==> config.mk <==
export PLATFORM = sky130hd
export DESIGN_NAME = bhand_arb
export DESIGN_NICKNAME = d
export VERILOG_FILES = /design/src/rtl/bhand_arb.sv
export SDC_FILE = /design/constraint.sdc
export NUM_CORES = 1
export LEC_CHECK = 0
export BUFFER_PORTS_ARGS = -buffer_cell sky130_fd_sc_hd__buf_4
export CORE_MARGIN = 1
export CORE_UTILIZATION = 50
export CTS_BUF_LIST = sky130_fd_sc_hd__clkbuf_16
export CTS_CLUSTER_DIAMETER = 40
export DETAILED_ROUTE_END_ITERATION = 10
export PLACE_DENSITY = 0.75
export SETUP_SLACK_MARGIN = 0.5
export SLEW_MARGIN = 20
export SYNTH_ARGS = -nofsm -noshare
export SYNTH_HDL_FRONTEND = slang
export SYNTH_SLANG_ARGS = --single-unit
==> constraint.sdc <==
create_clock -name clk -period 9.1 [get_ports clk]
set_clock_uncertainty 0.2 [all_clocks]
set_input_delay 1.82 -clock clk [delete_from_list [all_inputs] [get_ports clk]]
set_output_delay 1.82 -clock clk [all_outputs]
set_load 0.005 [all_outputs]
==> src/rtl/bhand_arb.sv <==
// Packet-aware round-robin arbiter merging N_PORTS buffered-handshake streams into one
// registered output, with per-port wait counters that grant aging priority to starved ports.
module bhand_arb #(
    parameter int unsigned N_PORTS     = 4,
    parameter int unsigned DATA_WIDTH  = 8,
    parameter int unsigned COUNT_WIDTH = 4,
    parameter int unsigned AGE_LIMIT   = 8,
    localparam int unsigned PortW      = $clog2(N_PORTS)
) (
    input  logic                             clk,
    input  logic                             rst,
    input  logic [N_PORTS*DATA_WIDTH-1:0]    in_data,
    input  logic [N_PORTS-1:0]               in_last,
    input  logic [N_PORTS-1:0]               in_vld,
    output logic [N_PORTS-1:0]               in_rdy,
    output logic [DATA_WIDTH-1:0]            odata,
    output logic                             olast,
    output logic [PortW-1:0]                 oport,
    output logic                             odata_vld,
    input  logic                             odata_rdy
);

    typedef enum logic {StIdle, StLocked} state_e;

    state_e                                  state_q, state_d;
    logic [PortW-1:0]                        owner_q, owner_d;
    logic [PortW-1:0]                        rr_q, rr_d;
    logic [N_PORTS-1:0][COUNT_WIDTH-1:0]     cnt_q, cnt_d;
    logic [DATA_WIDTH-1:0]                   odata_q, odata_d;
    logic                                    olast_q, olast_d;
    logic [PortW-1:0]                        oport_q, oport_d;
    logic                                    ovld_q, ovld_d;

    logic                                    load_ok;
    logic                                    age_hit, age_found, rr_hit;
    logic [COUNT_WIDTH-1:0]                  age_max;
    logic [PortW-1:0]                        age_idx, rr_idx;
    int unsigned                             idx;
    logic [PortW-1:0]                        grant;
    logic                                    grant_vld;
    logic                                    xfer;

    // Arbitration: owner while locked, else aging winner, else round-robin from rr_q.
    always_comb begin
        load_ok   = !ovld_q || odata_rdy;
        age_hit   = 1'b0;
        age_found = 1'b0;
        age_max   = '0;
        age_idx   = '0;
        rr_hit    = 1'b0;
        rr_idx    = '0;
        idx       = 0;
        for (int i = 0; i < int'(N_PORTS); i++) begin
            if (in_vld[i] && AGE_LIMIT != 0 && 32'(cnt_q[i]) >= AGE_LIMIT) begin
                age_hit = 1'b1;
            end
            if (in_vld[i] && (!age_found || cnt_q[i] > age_max)) begin
                age_found = 1'b1;
                age_max   = cnt_q[i];
                age_idx   = PortW'(i);
            end
        end
        for (int k = 0; k < int'(N_PORTS); k++) begin
            idx = 32'(rr_q) + 32'(k);
            if (idx >= N_PORTS) begin
                idx = idx - N_PORTS;
            end
            if (!rr_hit && in_vld[idx]) begin
                rr_hit = 1'b1;
                rr_idx = PortW'(idx);
            end
        end

        grant     = '0;
        grant_vld = 1'b0;
        if (state_q == StLocked) begin
            grant     = owner_q;
            grant_vld = 1'b1;
        end else if (age_hit) begin
            grant     = age_idx;
            grant_vld = 1'b1;
        end else if (rr_hit) begin
            grant     = rr_idx;
            grant_vld = 1'b1;
        end

        in_rdy = '0;
        if (grant_vld && load_ok) begin
            in_rdy[grant] = 1'b1;
        end
        xfer = |(in_rdy & in_vld);
    end

    always_comb begin
        state_d = state_q;
        owner_d = owner_q;
        rr_d    = rr_q;
        odata_d = odata_q;
        olast_d = olast_q;
        oport_d = oport_q;
        ovld_d  = ovld_q;
        cnt_d   = cnt_q;

        if (xfer) begin
            odata_d = in_data[32'(grant)*DATA_WIDTH +: DATA_WIDTH];
            olast_d = in_last[grant];
            oport_d = grant;
            ovld_d  = 1'b1;
            if (state_q == StIdle) begin
                rr_d = (32'(grant) == N_PORTS - 1) ? '0 : grant + PortW'(1);
                if (!in_last[grant]) begin
                    state_d = StLocked;
                    owner_d = grant;
                end
            end else if (in_last[grant]) begin
                state_d = StIdle;
            end
        end else if (ovld_q && odata_rdy) begin
            ovld_d = 1'b0;
        end

        for (int i = 0; i < int'(N_PORTS); i++) begin
            if (in_vld[i] && in_rdy[i]) begin
                cnt_d[i] = '0;
            end else if (in_vld[i] && cnt_q[i] != '1) begin
                cnt_d[i] = cnt_q[i] + COUNT_WIDTH'(1);
            end
        end
    end

    always_ff @(posedge clk or posedge rst) begin
        if (rst) begin
            state_q <= StIdle;
            owner_q <= '0;
            rr_q    <= '0;
            cnt_q   <= '0;
            odata_q <= '0;
            olast_q <= 1'b0;
            oport_q <= '0;
            ovld_q  <= 1'b0;
        end else begin
            state_q <= state_d;
            owner_q <= owner_d;
            rr_q    <= rr_d;
            cnt_q   <= cnt_d;
            odata_q <= odata_d;
            olast_q <= olast_d;
            oport_q <= oport_d;
            ovld_q  <= ovld_d;
        end
    end

    assign odata     = odata_q;
    assign olast     = olast_q;
    assign oport     = oport_q;
    assign odata_vld = ovld_q;

endmodule

### Word-level counts from Yosys, hierarchy flattened

Index checks and enable logic that the tools add are counted.

| storage, ports and cells | value |
|---|---|
| register bits | 33 |
| bits of input ports | 43 |
| output and inout bits | 16 |
| logic and storage cells | 145 |

| operators by class | value |
|---|---|
| add/subtract/negate cells | 12 |
| $lt $le $gt $ge | 17 |
| eq/ne operators | 5 |
| shift operators | 1 |
| mux-type cells | 56 |
| bitwise operators | 3 |
| reduce and logical (&&, ||, !) cells | 40 |

Operators with widths:

| cell | number |
|---|---|
| $lt A32 B3 Y1 const B | 4 |
| $mux W32 | 4 |
| $mux W4 | 12 |
| $shiftx A32 B6 Y8 | 1 |
| $mux W1 | 24 |
| $logic_and A1 B1 Y1 | 21 |
| $mux W2 | 10 |
| $add A4 B1 Y4 const B | 4 |
| $ge A4 B4 Y1 const B | 4 |
| $ne A4 B4 Y1 const B | 4 |
| $gt A4 B4 Y1 | 3 |
| $sub A3 B3 Y4 const B | 3 |
| $bmux W1 S2 | 5 |
| $reduce_bool A2 Y1 | 5 |
| $ge A3 B3 Y1 const B | 3 |
| $logic_not A1 Y1 | 7 |
| $add A2 B2 Y3 const B | 2 |
| $and A4 B4 Y4 | 1 |
| $logic_or A1 B1 Y1 | 4 |
| $reduce_or A4 Y1 | 1 |
| $sub A2 B3 Y4 const B | 1 |
| $add A2 B1 Y3 const B | 1 |
| $ge A2 B3 Y1 const B | 1 |
| $lt A2 B3 Y1 const B | 1 |
| other kinds (7) | 8 |

### Logic depth before layout (Yosys ltp)

Gate-level depths: netlist of the first run.

| depth | value |
|---|---|
| depth after elaboration | 25 |
| depth in mapped cells | 30 |
| depth with buffers taken out | 27 |

### Worst setup path after synthesis of the first run

Ideal clock, no wire load.

| path | value |
|---|---|
| kind | input -> output |
| start | in in_vld[0] |
| end | out in_rdy[0] |
| arrival | 6448 ps |
| data required time | 7080 ps |
| path slack | 632 ps |
| stages | 24 |
| buffers on the path | 3 |
| cells stage by stage | clkbuf_1 > nand2_1 > ha_1 > nor2b_1 > o211ai_1 > a21oi_1 > mux2_2 > ha_1 > nand4_1 > o21ai_0 > a21o_1 > mux2_2 > ha_1 > nand4_1 > nor2b_4 > a311oi_2 > a2111o_1 > and2_4 > inv_2 > buf_6 > buf_6 > ha_1 > nand2_1 > inv_2 |

| on the way | value |
|---|---|
| cells in the longest elaborated chain, start to end | 20 |
| elaborated cells on any way between the ends | 61 |

RTL lines:

| item | RTL line | source |
|---|---|---|
| start: declaration | 14 | `input logic [N_PORTS-1:0] in_vld,` |
| $mux W4, or another cell as far along | 57 | `if (in_vld[i] && (!age_found \|\| cnt_q[i] > age_max)) begin` |
| $gt A4 B4 Y1, or another cell as far along | 57 |  |
| $logic_or A1 B1 Y1 / $mux W1 (equally long branches) | 57, 68 |  |
| $logic_and A1 B1 Y1 / $logic_not A1 Y1 (equally long branches) | 57, 68 |  |
| $mux W4, or another cell as far along | 57 |  |
| $gt A4 B4 Y1, or another cell as far along | 57 |  |
| $logic_or A1 B1 Y1 / $logic_not A1 Y1 (equally long branches) | 57, 68 |  |
| $logic_and A1 B1 Y1, on equally long branches | 57, 68 |  |
| (+5 left out) | -- |  |
| $mux W2 * | 79 | `end else if (age_hit) begin` |
| $mux W2 * | 76 | `if (state_q == StLocked) begin` |
| named net grant[0] | 39 | `logic [PortW-1:0] grant;` |
| $lt A2 B3 Y1 (not written as such) / $ge A2 B1 Y1 (equally long branches) | 89 | `in_rdy[grant] = 1'b1;` |
| $logic_and A1 B1 Y1 (not written as such) | 89 |  |
| $mux W1 (not written as such) | 89 |  |
| $demux W1 S2 * | 89 |  |
| $mux W4 * | 88 | `if (grant_vld && load_ok) begin` |
| end: declaration | 15 | `output logic [N_PORTS-1:0] in_rdy,` |

The timed path passes the listed nets; every way through them passes the cells marked *. The select of a mux whose other input is x is not followed.

### Final worst setup path of the first run

| path | value |
|---|---|
| start | in in_vld[0] |
| end | out in_rdy[2] |

The elaborated chain is that of the path after synthesis.

==> results of run 1 <==
worst max-delay path, delay by kind of cell:
| family | cells | cell delay [ns] |
|---|---|---|
| compound gates | 6 | 1.26 |
| fa+ha+maj | 4 | 1.05 |
| simple gates | 7 | 0.96 |
| mux | 2 | 0.74 |
| buf+inv | 3 | 0.41 |
repair_timing:
item,CTS,global route
gates resized for setup,1,8
gates cloned,0,0
endpoints found under the setup margin,2,4
pin swaps,0,3
setup buffers,0,2
path summary, 6_finish.rpt:
check | end | startpoint | depth (start not counted)
worst max-delay path | in_rdy[2] | in_vld[0] | 22
worst max register to register | odata[2] | cnt_q[3] | 23
worst min register to register | olast | olast | 1
worst min-delay path | olast | olast | 1
min in group asynchronous | oport[1] | rst | 3
max in group asynchronous | cnt_q[15] | rst | 3
where the power goes:
part           switching, uW  internal, uW
Combinational            389           335
Sequential              69.3           221
Clock                   56.6          98.5
per-stage QoR:
step | worst slack, ns | hold WS (ns) | power, uW | std cells
floorplan | 0.6318 | 0.2741 | 790.0 | 268
global placement | 0.4668 | 0.2699 | 968.6 | 374
detailed placement | 0.3365 | 0.2731 | 991.8 | 374
CTS | 0.5129 | 0.2848 | 1157 | 381
global route | 0.5250 | 0.3241 | 1280 | 383
finish | 0.8361 | 0.2806 | 1169 | 383
cell usage after synthesis, drive strengths merged (3+ instances only):
cell type   n
mux2        5
nor3        5
o21bai      3
o21ai      14
buf         4
ha         23
and3        6
xnor2       5
nand4       5
a21oi      21
nor2b       5
nand3       6
mux2i      18
inv        18
clkbuf      3
nand2      22
a211oi      4
o211ai      3
and2        5
a221oi      8
nor2       35
dfrtp      33
flip-flops by register name, indices dropped and copies added (netlist names):
register	flops
state_q	1
odata	8
owner_q	2
oport	2
olast	1
rr_q	2
cnt_q	16
odata_vld	1
routing by layer:
layer  GRT usage  wire length, um
met5           0                0
met4     0.06754               60
met3     0.05204              291
met2      0.4000             2669
met1      0.3237             2639
cells by family after synthesis:
logic type               after synthesis  synth area share
buffers and inverters                 25           0.04867
flip-flops                            33            0.3418
AO/OA/AOI/OAI                         64            0.1813
AND/OR/NAND/NOR                       93            0.1844
adder cells (fa/ha/maj)               23            0.1191
XOR/XNOR                               7           0.02538
multiplexers                          23           0.09943
final cells by class:
| cell class | count | area [sq um] | share of cell area |
|---|---|---|---|
| multi-input cells | 210 | 1495 | 0.4874 |
| flip-flops and latches | 33 | 825.8 | 0.2692 |
| inverters | 18 | 72.57 | 0.02365 |
| clock buffers | 5 | 125.1 | 0.04078 |
| well taps | 52 | 65.06 | 0.02121 |
| clock inverters | 2 | 11.26 | 0.003670 |
| repair buffers | 63 | 473.0 | 0.1542 |
==> flow_summary_export.csv, run 1 <==
group,metric,value,unit
clock_network,cts_buffer_depth,2,
routing,wl_per_cell,14.78,um
worst_setup_path,cp.arrival,6.24,ns
worst_setup_path,cp_max_fo,15,
timing,setup_viol,0,
placement,gp_congestion,0.8405,
synthesis,ys_seq_elements,33,
clock_network,cts_tree,"built",
synthesis,synth_nets,334,
worst_setup_path,max_stage_delay,0.45,ns
worst_setup_path,worst_path_most_repeated_cell,"ha_1",
synthesis,synth_seq_area_share,0.3418,
routing,first_pass_iters,4,
routing,drc,0,
clock_network,cts_hold_buf,0,
global_routing,grt_pass1_wl,9.729,mm
cells_and_area,utilization,0.6811,
power_and_ir_drop,cellLeakagePower,0.001493,uW
global_routing,grt_max_degree,34,
timing,min_period,8.264,ns
clock_network,clock-sinks,33,
floorplan,start_util,0.5364,
worst_setup_path,cp.required,7.08,ns
cells_and_area,final_common_cell,"buf_4",
timing,slew_viol_final,0,
synthesis,synth_top_area_share,0.3418,
flow_run,maxCapViolCount,0,
global_routing,grtUsageTotal,0.2423,
worst_setup_path,crit_slowest_cell,"a2111o_1",
power_and_ir_drop,ir_worst_vdd,0.0002008,V
timing,slew_headroom,0.5083,
floorplan,die_w,71.52,um
cells_and_area,n_fill_cell,391,
hold_path,hold_class,"reg2reg",
synthesis,synth.avg_cell_area,9.015,sq um
timing,finalHoldViolations,0,
worst_setup_path,crit_type,"in2out",
clock_network,ctsRootBufferMaster,"clkbuf_16",
routing,first_iter_violations,138,
synthesis,synth_cell_types,47,
power_and_ir_drop,cellPowerDensity,381.1,nW/um^2
synthesis,synth_top_area_cell,"dfrtp_1",
floorplan,core_area,4504,sq um
floorplan,die_area,5114,sq um
placement,dp_hpwl,4.496,mm
cells_and_area,mostFrequentLayoutCells,"buf_4 (63), nor2_1 (34), dfrtp_1 (33)",
cells_and_area,stdcell_area,3068,sq um
synthesis,yosys_warnings,0,
placement,dpl_cell_area,2889,sq um
clock_network,clkTransAtPathRegs,0.05,ns
clock_network,htree_levels,2,
routing,vias,2175,
worst_setup_path,r2r_slack,2.57,ns
timing,max_freq,121.0,MHz
global_routing,antenna_found_initial,0,
synthesis,synth-edff-count,0,
worst_setup_path,worstPathCellList,"buf_4 -> nand2_1 -> ha_1 -> nor2b_1 -> o211ai_1 -> a21oi_4 -> mux2_2 -> ha_1 -> nand4_1 -> o21ai_1 -> a21o_1 -> mux2_2 -> ha_1 -> nand4_1 -> nor2b_4 -> a311oi_2 -> a2111o_1 -> and2_4 -> inv_6 -> ha_1 -> and2_1 -> buf_4",
timing,finalCritPeriodShare,0.9081,
timing,tightest_slew,0.7360,ns
floorplan,num_io_pins,59,
synthesis,ys.flop_type,"dfrtp_1",
cells_and_area,area_growth,26.98,%
cells_and_area,diodes,0,
worst_setup_path,start_kind,"input port",
placement,port_buffers,58,
synthesis,netlist_instances,268,
floorplan,core.rowCount,24,
routing,ant_nets,0,
clock_network,clock_latency,0.28,ns
global_routing,grt_overflow_total,0,
synthesis,synth.area.top_cells,"dfrtp_1 (34%), ha_1 (12%), mux2i_1 (7.5%)",
routing,routed_wl,5.660,mm
worst_setup_path,end_kind,"output port",
floorplan,die_y,71.52,um
status,status,"finished clean",
synthesis,syn_area,2416,sq um
clock_network,numCtsBuffers,5,
synthesis,synth-async-reset-ratio,1.000,
timing,finalSetupTns,0,ns
cells_and_area,drive_gt1_frac,0.2689,
global_routing,grt_pass1_vias,2147,
timing,rsz0062_at_grt,"false",
routing,vias_per_cell,5.679,
cells_and_area,nets,397,
Note: power is estimated with default switching activity, not from simulation.
==> run 2: changes to the inputs <==
--- a/config.mk
+++ b/config.mk
@@ -7,11 +7,11 @@
 export LEC_CHECK = 0
 export BUFFER_PORTS_ARGS = -buffer_cell sky130_fd_sc_hd__buf_4
 export CORE_MARGIN = 1
-export CORE_UTILIZATION = 50
+export CORE_UTILIZATION = 35
 export CTS_BUF_LIST = sky130_fd_sc_hd__clkbuf_16
 export CTS_CLUSTER_DIAMETER = 40
 export DETAILED_ROUTE_END_ITERATION = 10
-export PLACE_DENSITY = 0.75
+export GPL_TIMING_DRIVEN = 0
 export SETUP_SLACK_MARGIN = 0.5
 export SLEW_MARGIN = 20
 export SYNTH_ARGS = -nofsm -noshare
==> run 2 against run 1 <==
Against the previous run:
- fmax shrank 1.4%
- cell count rose by 12%
- total power is 13% higher
- count of clock-buffer cells in the layout did not move
- non-clock buffer count increased by 20
- utilization shrank 16 points
- critical path type unchanged
==> flow_summary_export.csv, run 2 (synthesis gave the netlist of run 1 again) <==
group,metric,value,unit
cells_and_area,drive_gt1_frac,0.3494,
floorplan,die_w,85.09,um
power_and_ir_drop,ir_worst_vdd,0.0001579,V
floorplan,core.rowCount,29,
worst_setup_path,crit_slowest_cell,"a2111o_1",
flow_run,maxCapViolCount,0,
routing,vias,2248,
timing,tightest_slew,0.8059,ns
worst_setup_path,path_depth,26,
hold_path,holdPathStages,1,
cells_and_area,n_fill_cell,588,
timing,slew_viol_final,0,
routing,drc,0,
timing,finalHoldViolations,0,
clock_network,numCtsBuffers,5,
floorplan,core_area,6495,sq um
power_and_ir_drop,cellPowerDensity,393.9,nW/um^2
routing,vias_per_cell,5.240,
clock_network,cts_tree,"built",
placement,gp_congestion,0.8602,
timing,finalSetupTns,0,ns
clock_network,clock_latency,0.28,ns
status,status,"finished clean",
global_routing,grt_overflow_total,0,
floorplan,die_area,7239,sq um
cells_and_area,largest_register,"cnt_q",
clock_network,ctsRootBufferMaster,"clkbuf_16",
global_routing,grtUsageTotal,0.1762,
hold_path,hold_class,"reg2reg",
timing,max_freq,119.3,MHz
global_routing,antenna_found_initial,0,
routing,ant_nets,0,
worst_setup_path,cp.arrival,6.36,ns
routing,first_iter_violations,92,
worst_setup_path,cp_max_fo,8,
cells_and_area,diodes,0,
timing,finalCritPeriodShare,0.9209,
floorplan,num_io_pins,59,
global_routing,grt_max_degree,34,
worst_setup_path,cp.required,7.08,ns
timing,setup_viol,0,
worst_setup_path,end_kind,"output port",
timing,rsz0062_at_grt,"false",
global_routing,grt_pass1_wl,10.05,mm
cells_and_area,area_growth,39.05,%
worst_setup_path,max_stage_delay,0.44,ns
timing,min_period,8.381,ns
clock_network,clkTransAtPathRegs,0.05,ns
worst_setup_path,start_kind,"input port",
cells_and_area,mostFrequentLayoutCells,"buf_4 (74), nor2_1 (33), dfrtp_1 (33)",
timing,hold_ws,0.2837,ns
clock_network,clock-sinks,33,
power_and_ir_drop,cellLeakagePower,0.001622,uW
worst_setup_path,r2r_slack,2.47,ns
worst_setup_path,critical-path-top-delay-family,"compound AO/OA/AOI/OAI gates",
clock_network,htree_levels,2,
worst_setup_path,ff2ff_path_depth,22,
placement,port_buffers,55,
worst_setup_path,cp_num_buf_inv,7,
cells_and_area,largest_reg_flops,16,
routing,wl_per_cell,14.35,um
placement,dp_hpwl,4.623,mm
floorplan,die_y,85.09,um
routing,routed_wl,6.157,mm
cells_and_area,final_common_cell,"buf_4",
cells_and_area,nets,417,
global_routing,grt_pass1_vias,2170,
worst_setup_path,crit_type,"in2out",
timing,slew_headroom,0.4591,
floorplan,start_util,0.3720,
clock_network,cts_buffer_depth,2,
clock_network,cts_hold_buf,0,
routing,first_pass_iters,4,
## run 2: area by class of cell
type	count	area, sq um	area share
plain buffers	7	75.07	0.02235
clock buffers	5	125.1	0.03724
clock inverters	3	17.52	0.005214
inverters	18	70.07	0.02086
multi-input cells	210	1578	0.4696
flip-flops and latches	33	825.8	0.2458
well taps	77	96.34	0.02868
repair buffers	76	571.8	0.1702
## run 2: where the power goes
part / internal (uW) / switching (uW) / leakage, uW
Sequential: 220 / 67.6 / 0.000392
Combinational: 444 / 426 / 0.00116
Clock: 100 / 64.5 / 0.0000696
Total: 765 / 558 / 0.00162
## run 2: final timing paths
path                            from         to
min in group asynchronous        rst   odata[0]
hold / removal                 olast      olast
max in group asynchronous        rst   cnt_q[5]
hold reg to reg                olast      olast
setup / recovery           in_vld[0]  in_rdy[0]
setup reg to reg            cnt_q[3]   odata[3]
## run 2: metrics by stage
| step | total power (uW) | cell area, sq um | util | cells | setup slack, ns |
|---|---|---|---|---|---|
| floorplan | 790.0 | 2416 | - | 268 | 0.6318 |
| global placement | 980.4 | 2925 | 0.4504 | 400 | -0.2115 |
| detailed placement | 999.6 | 2925 | 0.4504 | 400 | -0.2904 |
| CTS | 1206 | 3124 | 0.4810 | 410 | 0.5152 |
| global route | 1435 | 3359 | 0.5172 | 429 | 0.4699 |
| finish | 1323 | 3359 | 0.5172 | 429 | 0.7194 |
## run 2: layer usage
| layer | track usage | part of all wire |
|---|---|---|
| met1 | 0.2123 | 0.43 |
| met2 | 0.3065 | 0.49 |
| met3 | 0.04864 | 0.068 |
| met4 | 0.05239 | 0.011 |
| met5 | 0 | 0 |
## run 2: what timing repair did
action	4_1_cts	5_1_grt
gates cloned	0	1
resized for setup	12	22
setup endpoints to repair	13	4
buffers inserted	2	18
pin swaps	3	13
